--- src/rtl/sync_fifo_v3_if.sv ---
// Handshake and status bundle for sync_fifo_v3. The master side is the producer/consumer
// logic driving the FIFO; the slave side is the FIFO itself.
interface sync_fifo_v3_if #(
  parameter int unsigned DEPTH      = 8,
  parameter int unsigned DATA_WIDTH = 8
);
  localparam int unsigned CntWidth = $clog2(DEPTH) + 1;

  logic                  flush;
  logic                  clr_err;
  logic                  wren;
  logic [DATA_WIDTH-1:0] i_data;
  logic                  rden;
  logic [DATA_WIDTH-1:0] o_data;
  logic                  full;
  logic                  empty;
  logic                  almost_full;
  logic                  almost_empty;
  logic [CntWidth-1:0]   count;
  logic                  overflow;
  logic                  underflow;

  modport master (
    output flush, clr_err, wren, i_data, rden,
    input  o_data, full, empty, almost_full, almost_empty, count, overflow, underflow
  );

  modport slave (
    input  flush, clr_err, wren, i_data, rden,
    output o_data, full, empty, almost_full, almost_empty, count, overflow, underflow
  );
endinterface

--- src/rtl/sync_fifo_v3.sv ---
// Single-clock FIFO with fill count, almost-full/empty flags, optional show-ahead read,
// synchronous flush and sticky overflow/underflow error bits.
module sync_fifo_v3 #(
  parameter int unsigned DEPTH      = 8,
  parameter int unsigned DATA_WIDTH = 8,
  parameter int unsigned SHOW_AHEAD = 0,
  parameter int unsigned AF_THRESH  = 6,
  parameter int unsigned AE_THRESH  = 1
) (
  input logic           clk,
  input logic           rst_n,
  sync_fifo_v3_if.slave bus
);
  localparam int unsigned PtrW = $clog2(DEPTH);
  localparam int unsigned CntW = PtrW + 1;

  localparam logic [CntW-1:0] DepthC = CntW'(DEPTH);
  localparam logic [CntW-1:0] AfC    = CntW'(AF_THRESH);
  localparam logic [CntW-1:0] AeC    = CntW'(AE_THRESH);

  logic [DATA_WIDTH-1:0] mem_q [DEPTH];
  logic [PtrW-1:0]       wr_ptr_q, wr_ptr_d;
  logic [PtrW-1:0]       rd_ptr_q, rd_ptr_d;
  logic [CntW-1:0]       count_q, count_d;
  logic                  overflow_q, overflow_d;
  logic                  underflow_q, underflow_d;
  logic                  full, empty;
  logic                  rd_ok, wr_ok;

  assign full  = (count_q == DepthC);
  assign empty = (count_q == '0);

  always_comb begin
    rd_ok    = 1'b0;
    wr_ok    = 1'b0;
    wr_ptr_d = wr_ptr_q;
    rd_ptr_d = rd_ptr_q;
    count_d  = count_q;
    if (bus.flush) begin
      wr_ptr_d = '0;
      rd_ptr_d = '0;
      count_d  = '0;
    end else begin
      rd_ok = bus.rden & ~empty;
      // A pop in the same cycle frees the slot, so a write at full still fits.
      wr_ok = bus.wren & (~full | rd_ok);
      if (rd_ok) rd_ptr_d = rd_ptr_q + PtrW'(1);
      if (wr_ok) wr_ptr_d = wr_ptr_q + PtrW'(1);
      count_d = count_q + CntW'(wr_ok) - CntW'(rd_ok);
    end
    // A new error outranks clr_err; flush suppresses error detection.
    overflow_d  = (overflow_q & ~bus.clr_err) | (bus.wren & ~wr_ok & ~bus.flush);
    underflow_d = (underflow_q & ~bus.clr_err) | (bus.rden & empty & ~bus.flush);
  end

  always_ff @(posedge clk or negedge rst_n) begin
    if (!rst_n) begin
      wr_ptr_q    <= '0;
      rd_ptr_q    <= '0;
      count_q     <= '0;
      overflow_q  <= 1'b0;
      underflow_q <= 1'b0;
    end else begin
      wr_ptr_q    <= wr_ptr_d;
      rd_ptr_q    <= rd_ptr_d;
      count_q     <= count_d;
      overflow_q  <= overflow_d;
      underflow_q <= underflow_d;
    end
  end

  // Storage is not reset; the rst_n gate keeps a write from landing during reset.
  always_ff @(posedge clk) begin
    if (rst_n && wr_ok) mem_q[wr_ptr_q] <= bus.i_data;
  end

  if (SHOW_AHEAD != 0) begin : g_show_ahead
    assign bus.o_data = mem_q[rd_ptr_q];
  end else begin : g_registered
    logic [DATA_WIDTH-1:0] rdata_q;
    always_ff @(posedge clk or negedge rst_n) begin
      if (!rst_n)     rdata_q <= '0;
      else if (rd_ok) rdata_q <= mem_q[rd_ptr_q];
    end
    assign bus.o_data = rdata_q;
  end

  assign bus.full         = full;
  assign bus.empty        = empty;
  assign bus.almost_full  = (count_q >= AfC);
  assign bus.almost_empty = (count_q <= AeC);
  assign bus.count        = count_q;
  assign bus.overflow     = overflow_q;
  assign bus.underflow    = underflow_q;
endmodule

--- src/flat_wrapper.sv ---
// flat-port wrapper written by rule: the top's interface ports become plain ports
module sync_fifo_v3_flat 
#(
  parameter int unsigned DEPTH      = 8,
  parameter int unsigned DATA_WIDTH = 8,
  parameter int unsigned SHOW_AHEAD = 0,
  parameter int unsigned AF_THRESH  = 6,
  parameter int unsigned AE_THRESH  = 1
)
  (clk, rst_n, bus_flush, bus_clr_err, bus_wren, bus_i_data, bus_rden, bus_o_data, bus_full, bus_empty, bus_almost_full, bus_almost_empty, bus_count, bus_overflow, bus_underflow);
  sync_fifo_v3_if #(.DEPTH(DEPTH), .DATA_WIDTH(DATA_WIDTH)) bus_i ();
  input logic clk;
  input logic rst_n;
  input wire logic [$bits(bus_i.flush)-1:0] bus_flush;
  input wire logic [$bits(bus_i.clr_err)-1:0] bus_clr_err;
  input wire logic [$bits(bus_i.wren)-1:0] bus_wren;
  input wire logic [$bits(bus_i.i_data)-1:0] bus_i_data;
  input wire logic [$bits(bus_i.rden)-1:0] bus_rden;
  output wire logic [$bits(bus_i.o_data)-1:0] bus_o_data;
  output wire logic [$bits(bus_i.full)-1:0] bus_full;
  output wire logic [$bits(bus_i.empty)-1:0] bus_empty;
  output wire logic [$bits(bus_i.almost_full)-1:0] bus_almost_full;
  output wire logic [$bits(bus_i.almost_empty)-1:0] bus_almost_empty;
  output wire logic [$bits(bus_i.count)-1:0] bus_count;
  output wire logic [$bits(bus_i.overflow)-1:0] bus_overflow;
  output wire logic [$bits(bus_i.underflow)-1:0] bus_underflow;
  assign bus_i.flush = bus_flush;
  assign bus_i.clr_err = bus_clr_err;
  assign bus_i.wren = bus_wren;
  assign bus_i.i_data = bus_i_data;
  assign bus_i.rden = bus_rden;
  assign bus_o_data = bus_i.o_data;
  assign bus_full = bus_i.full;
  assign bus_empty = bus_i.empty;
  assign bus_almost_full = bus_i.almost_full;
  assign bus_almost_empty = bus_i.almost_empty;
  assign bus_count = bus_i.count;
  assign bus_overflow = bus_i.overflow;
  assign bus_underflow = bus_i.underflow;
  sync_fifo_v3 #(.DEPTH(DEPTH), .DATA_WIDTH(DATA_WIDTH), .SHOW_AHEAD(SHOW_AHEAD), .AF_THRESH(AF_THRESH), .AE_THRESH(AE_THRESH)) u_core (.clk(clk), .rst_n(rst_n), .bus(bus_i));
endmodule
--- config.mk ---
export PLATFORM = sky130hd
export DESIGN_NAME = sync_fifo_v3_flat
export DESIGN_NICKNAME = d
export VERILOG_FILES = /design/src/rtl/sync_fifo_v3_if.sv /design/src/rtl/sync_fifo_v3.sv /design/src/flat_wrapper.sv
export SDC_FILE = /design/constraint.sdc
export NUM_CORES = 1
export LEC_CHECK = 0
export ABC_AREA = 1
export BUFFER_PORTS_ARGS = -buffer_cell sky130_fd_sc_hd__buf_4
export CORE_MARGIN = 3
export CORE_UTILIZATION = 60
export CTS_BUF_LIST = sky130_fd_sc_hd__clkbuf_2 sky130_fd_sc_hd__clkbuf_4 sky130_fd_sc_hd__clkbuf_8
export DETAILED_ROUTE_END_ITERATION = 8
export PLACE_DENSITY = 0.81
export SYNTH_ARGS = -nofsm -noshare
export SYNTH_HDL_FRONTEND = slang
export SYNTH_SLANG_ARGS = --single-unit
export TNS_END_PERCENT = 10
--- constraint.sdc ---
create_clock -name clk -period 2.7 [get_ports clk]
set_clock_uncertainty 0.05 [all_clocks]
set_input_delay 0.135 -clock clk [delete_from_list [all_inputs] [get_ports clk]]
set_output_delay 0.135 -clock clk [all_outputs]
set_load 0.01 [all_outputs]
==> impl_metrics.tcl, run 1 <==
set metrics [dict create \
    ff2ff_setup_slack_ns 0.41 \
    hp-class "input port to flip-flop" \
    critPathKind "flip-flop to flip-flop" \
    die_w_um 86.09 \
    die-area_um2 7411 \
    status "finished, final reports clean" \
    cts_setup_buffers 0 \
    grt_max_degree 35 \
    cts_buffers 9 \
    drt_iter0_markers 282 \
    cts_hold_buf 11 \
    min_period_ns 2.293 \
    grt_pass1_vias 2590 \
    arrival_ns 2.48 \
    ys_seq_area_frac 0.6294 \
    place_congestion 0.9133 \
    ir_worst_vdd_mv 0.5800 \
    r2r-end "u_core.bus.count[2]" \
    drt_pre_antenna_iters 5 \
    synth_top_area_share 0.4993 \
    rsz0062_at_grt "no" \
    syn_area_per_cell_um2 10.08 \
    synth_largest_area_cell "edfxtp_1" \
    post-route-period-util 0.8491 \
    clk_pin_slew_ns 0.08 \
    pin_count 32 \
    drc 0 \
    synth_top_family_by_area "simple AND/OR/NAND/NOR gates" \
    synth_nets 406 \
    die-height_um 86.09 \
    fp.coreArea_um2 6061 \
    use_met2 0.3840 \
    worstPathCellList "inv_1, ha_1, nand2_2, nand2_2, inv_1, nand2_1, o21ai_0, ha_1, fa_1, xnor2_1, nor2_1" \
    yosys_warnings 0 \
    ant_nets 0 \
    ys_ff_latch 84 \
    wl_per_cell_um 15.53 \
    tightestPinTransition_ns 0.6621 \
    required_ns 2.89 \
    cts-root-buf "clkbuf_8" \
    overflow 0 \
    postPlaceCellArea_um2 4098 \
    cp_num_cells 11 \
    slowest_stage "dfrtp_1" \
    grtUsageMet1 0.3132 \
    cp-startpoint "u_core.bus.count[2]" \
    yosys-top-cells-area "edfxtp_1, dfrtp_1, nand2_1, nand3_1, inv_1" \
    yosys.area_share.simple 0.2350 \
    synthCells 382 \
    area_growth_syn_to_layout_pct 13.72 \
    io_buffers 31 \
    grt_usage 0.2349 \
    yosysUniqueCellTypes 27 \
    cts_tree "built" \
    vias 2676 \
    finalHoldViolations 0 \
    synthMuxAreaShare 0 \
    synthXorXnorAreaFrac 0.004551 \
    path_buf_inv 2 \
    drt-vias-per-instance 5.320 \
    rows 28 \
    worstSetupEndpointType "flip-flop" \
    cpLargestDelayFamily "adder cells" \
    drive_gt1_frac 0.1425 \
    grt_busiest_layer "met2" \
    synth_compound_area_frac 0.01008 \
    ctsResizeCount 0 \
    nNetsFinal 447 \
    slew_headroom 0.5570 \
    antenna_found_initial 0 \
    initial_utilization 0.6350 \
    reg2reg_depth 11 \
    endpoint "u_core.bus.count[2]" \
    worstSetupStartpointType "flip-flop" \
    drv_cap 0 \
    finalSetupTns_ns 0 \
    cts_sinks 84 \
    drt_wl_total_um 7812 \
    critPathMaxStageDelay_ns 0.41 \
    netlist_area_um2 3849 \
    whs_ns 0.04523 \
    hpwl_um 5417 \
    utilization 0.7221 \
    p_leak_uw 0.002011 \
    clkLatencyLatePin_ns 0.35 \
    report.final.slew_viol_count 0 \
    cts_max_path_buffers 2 \
    cp_max_fo 4 \
    antenna_cells 0 \
    cts_max_level 3 \
    grt_use_met3 0.03939 \
    grt_pass1_wl_um 12900 \
    max_freq_ghz 0.4362 \
    setup_viol 0 \
    cellPowerDensity_nw_per_um2 800.1 \
    final_area_um2 4377 \
    synth_fa_ha_area_frac 0.03446 \
    crit-reg2reg-launch "u_core.bus.count[2]" \
]
[cell families after synthesis]
kind of cell,after synthesis
buffers and inverters,79
xor gates and xnor gates,2
and+or+nand+nor,200
adders and majority gates,10
AOI/OAI and AO/OA,7
DFF,84
[cells in the final DEF, fill, tap and decap left out]
| cell | count |
|---|---|
| nor2_2 | 2 |
| a21oi_1 | 2 |
| inv_1 | 62 |
| xnor2_1 | 1 |
| ha_1 | 9 |
| dlygate4sd3_1 | 11 |
| o21ai_1 | 2 |
| clkinv_1 | 2 |
| a21o_2 | 1 |
| nor3b_4 | 1 |
| nand4_4 | 2 |
| dfrtp_1 | 20 |
| nor2_4 | 1 |
| nand2_2 | 3 |
| fa_1 | 1 |
| clkinv_2 | 2 |
| clkinvlp_4 | 1 |
| nor2_1 | 16 |
| nand2_4 | 1 |
| clkbuf_4 | 2 |
| nand4_1 | 2 |
| and2_1 | 1 |
| clkbuf_8 | 9 |
| buf_4 | 32 |
| nand3_1 | 55 |
| edfxtp_1 | 64 |
| inv_2 | 3 |
| inv_6 | 1 |
| nand2_1 | 116 |
| xor2_1 | 1 |
| o21ai_0 | 2 |
[power by group]
group	leakage [µW]	internal (µW)	switching, µW
Sequential	0.000836	1500	101
Combinational	0.00109	439	668
Clock	0.0000880	352	437
Total	0.00201	2300	1210
[state kept, by name, indices dropped and copies added, names as in the netlist]
register              flops
u_core.bus.count          4
u_core.rd_ptr_q           3
u_core.bus.underflow      1
u_core.wr_ptr_q           3
u_core.mem_q             64
u_core.bus.overflow       1
u_core.bus.o_data         8
[per-layer routing]
metal  wire length, µm  share of wire  up-vias
met5                 0              0        -
met4               173          0.022        0
met3               564          0.072       17
met2              3769           0.48      104
met1              3303           0.42     1258
li1                  -              -     1297
[per-stage QoR]
step	worst slack, ns	total power (µW)	std cells
finish	0.4074	3502	503
global route	0.2383	3717	503
CTS	0.4126	3508	503
detailed placement	0.4299	2723	476
global placement	0.5563	2684	476
floorplan	0.5639	2340	382
[worst reg2reg max path, delay by kind of cell, from the launching register on]
| kind | cells | cell delay [ns] |
|---|---|---|
| DFF | 1 | 0.41 |
| xor gates and xnor gates | 1 | 0.16 |
| and+or+nand+nor | 4 | 0.38 |
| adders and majority gates | 3 | 0.86 |
| AOI/OAI and AO/OA | 1 | 0.12 |
| buffers and inverters | 2 | 0.21 |
[synthesized netlist by cell type]
master and number:
a21o_2 1, a21oi_1 2, and2_1 1, buf_2 8, buf_4 3, buf_6 2
clkinv_1 1, dfrtp_1 20, edfxtp_1 64, fa_1 1, ha_1 9, inv_1 62
inv_2 3, nand2_1 116, nand2_2 3, nand2_4 1, nand3_1 55, nand4_1 2
nand4_4 2, nor2_1 16, nor2_2 2, nor2_4 1, nor3b_4 1, o21ai_0 2
o21ai_1 2, xnor2_1 1, xor2_1 1
[cell type report]
cell class	count	area, µm²
flip-flops and latches	84	2422
fillers	443	1684
multi-input cells	219	1094
repair buffers	43	350.3
inverters	66	247.7
clock buffers	11	138.9
well taps	75	93.84
clock inverters	5	30.03
[worst min path at each step]
| stage | startpoint | endpoint | slack, ns | depth (start not counted) |
|---|---|---|---|---|
| floorplan | rst_n | u_core.bus.count[0] | -0.21 | 0 |
| detailed placement | rst_n | u_core.bus.count[0] | -0.006 | 1 |
| finish | bus_wren | u_core.bus.overflow | 0.05 | 3 |
| CTS | bus_wren | u_core.bus.overflow | 0.04 | 3 |
| global placement | rst_n | u_core.bus.count[0] | -0.01 | 1 |
| global route | bus_wren | u_core.bus.overflow | 0.05 | 3 |
(Power assumes the default switching activity.)
==> run 2, diff against run 1 <==
ABC_AREA = 0   (was 1)
clock period = 2.3 ns   (was 2.7 ns; I/O delays follow)
==> impl_metrics.tcl, run 2 <==
set metrics [dict create \
    arrival_ns 2.40 \
    die_w_um 83.08 \
    synth-main-ff-cell "edfxtp_1" \
    antenna_cells 0 \
    nNetsFinal 329 \
    min_period_ns 2.215 \
    crit-reg2reg-launch "u_core.bus.count[2]" \
    ys_seq_area_frac 0.6795 \
    tightestPinTransition_ns 0.7195 \
    cellPowerDensity_nw_per_um2 983.7 \
    synth_edf_count 64 \
    finalPower_uw 4237 \
    drt-vias-per-instance 5.597 \
    worstSetupStartpointType "flip-flop" \
    place_congestion 0.8344 \
    postPlaceCellArea_um2 3999 \
    hp-class "input port to flip-flop" \
    wl_per_cell_um 18.33 \
    final_area_um2 4307 \
    grt_usage 0.2173 \
    finalHoldViolations 0 \
    yosys_warnings 0 \
    ant_nets 0 \
    power_frac_seq 0.438 \
    yosys-top-cells-area "edfxtp_1, dfrtp_1, mux2i_1, a22oi_1, ha_1" \
    final_cell_mix "edfxtp_1, buf_4, mux2i_1, dfrtp_1, a22oi_1" \
    initial_utilization 0.6318 \
    overflow 0 \
    rsz0062_at_grt "yes" \
    regMostFlops "u_core.mem_q" \
    setup_viol 0 \
    top_layer "met4" \
    slew_headroom 0.5194 \
    report.final.slew_viol_count 0 \
    drt_iter0_markers 175 \
    drt_wl_total_um 7002 \
    multi_input_area_um2 1079 \
    io_buffers 31 \
    synthCells 243 \
    p_leak_uw 0.001656 \
    ir_worst_vdd_mv 0.8639 \
    yosysMostFrequentCell "edfxtp_1" \
    min_to "u_core.rd_ptr_q[1]" \
    grt_pass1_wl_um 11320 \
    cts_max_path_buffers 2 \
    power_frac_comb 0.329 \
    ff2ff_setup_slack_ns 0.09 \
    whs_path_depth 3 \
    antenna_found_initial 0 \
    max_freq_ghz 0.4516 \
    synth_nets 267 \
    die-height_um 83.08 \
    synth_top_area_share 0.5391 \
    netlist_area_um2 3565 \
    reg2reg_depth 9 \
    wl_met1_um 2909 \
    wl_met2_um 3573 \
    vias 2138 \
    switching_share 0.3125 \
    worstSetupEndpointType "flip-flop" \
    power.switching_uw 1324 \
    grt_max_degree 35 \
    met3_length_um 393 \
    hold_path.startpoint "bus_rden" \
    largest_reg_flops 64 \
    seq_area_um2 2422 \
    fp.coreArea_um2 5642 \
    rows 27 \
    drive_gt1_frac 0.2710 \
    yosysUniqueCellTypes 39 \
    die-area_um2 6902 \
    numPlacedInstances 355 \
    cts-root-buf "clkbuf_8" \
    hpwl_um 4598 \
    ys_ff_latch 84 \
    utilization 0.7634 \
    status "finished, final reports clean" \
    synth_commonest_cells "edfxtp_1, mux2i_1, dfrtp_1" \
    grt_pass1_vias 2214 \
    cts_setup_buffers 0 \
    cts_tree "built" \
    final_common_cell "edfxtp_1" \
    r2r-end "u_core.bus.count[2]" \
    pwr-share-clk 0.233 \
    final_cells 382 \
    cts_buffers 9 \
    drv_cap 0 \
    drc 0 \
    pin_count 32 \
    cts_sinks 84 \
    async_reset_ff_frac 0.2381 \
    cts_max_level 3 \
    cp_max_fo 4 \
    post-route-period-util 0.9629 \
    final.fill_count 348 \
    whs_ns 0.02580 \
    drt_pre_antenna_iters 4 \
    required_ns 2.49 \
    critPathKind "flip-flop to flip-flop" \
    syn_area_per_cell_um2 14.67 \
    p_int_uw 2913 \
    clk_pin_slew_ns 0.08 \
    area_growth_syn_to_layout_pct 20.81 \
    synth_largest_area_cell "edfxtp_1" \
    clkLatencyLatePin_ns 0.35 \
]
## run 2: changes by cell type after synthesis, sizes merged, moves of 3 or more
| cell | change |
|---|---|
| nand4 | -4 |
| o21ai | +6 |
| a21oi | +3 |
| nor2b | +4 |
| nand2 | -105 |
| nor2 | -5 |
| mux2i | +32 |
| a22oi | +16 |
| inv | -55 |
| buf | -5 |
| nand3 | -43 |
| or3b | +3 |
## run 2: logic make-up (layout without fill, tap and decap cells)
kind of cell    count (synthesis)  in the layout  synth area share
flops                          84             84            0.6795
simple gates                   56             56           0.08144
compound gates                 35             35           0.07161
mux                            32             32           0.08986
buf+inv                        20             87           0.02562
fa+ha+maj                      10             10           0.03721
xor+xnor                        6              6           0.01474
## run 2: metrics by stage
stage	worst slack, ns	setup TNS [ns]
final	0.08543	0
after global routing	-0.03861	-0.03861
after CTS	0.01252	0
after detailed placement	0.05030	0
after global placement	0.1438	0
after floorplan	0.02312	0
## run 2: power groups by stage
stage	Combinational, µW	Clock (µW)	Sequential (µW)
4_1_cts	1410	1000	1860
6_report	1390	986	1860
2_1_floorplan	851	0	1930
3_5_place_dp	1390	0	1890
3_3_place_gp	1350	0	1890
5_1_grt	1530	1080	1870
## run 2: worst max-delay path by stage
stage                         from             endpoint  depth (start not counted)
6_report       u_core.bus.count[2]  u_core.bus.count[2]                          9
2_1_floorplan  u_core.bus.count[2]  u_core.bus.count[2]                         10
3_3_place_gp   u_core.bus.count[2]  u_core.bus.count[2]                          9
5_1_grt        u_core.bus.count[2]  u_core.bus.count[2]                          9
4_1_cts        u_core.bus.count[2]   u_core.mem_q[1][4]                          7
3_5_place_dp   u_core.bus.count[2]   u_core.mem_q[1][5]                          7
## run 2: timing repair
action / CTS / global route
endpoints found under the setup margin: 0 / 25
hold endpoints to repair: 95 / 0
hold buffers: 11 / 0
resized for setup: 0 / 3
## run 2: layout make-up
| type | count | share of cell area |
|---|---|---|
| repair buffers | 61 | 0.1127 |
| inverters | 10 | 0.009297 |
| clock buffers | 12 | 0.03690 |
| clock inverters | 4 | 0.007263 |
| well taps | 72 | 0.02092 |
| flip-flops and latches | 84 | 0.5625 |
| multi-input cells | 139 | 0.2504 |
## run 2: metal layers
layer	track usage	up-vias
met4	0.09064	0
li1	-	1028
met2	0.3499	59
met3	0.05456	8
met1	0.2832	1043
met5	0	-
## run 2: critical path, stage by stage (launching register included)
cell	delay [ns]
dfrtp_1	0.40
inv_2	0.11
ha_1	0.15
or3b_4	0.40
o21ai_4	0.17
inv_2	0.07
ha_2	0.19
fa_1	0.37
xnor2_1	0.14
nor2_1	0.06
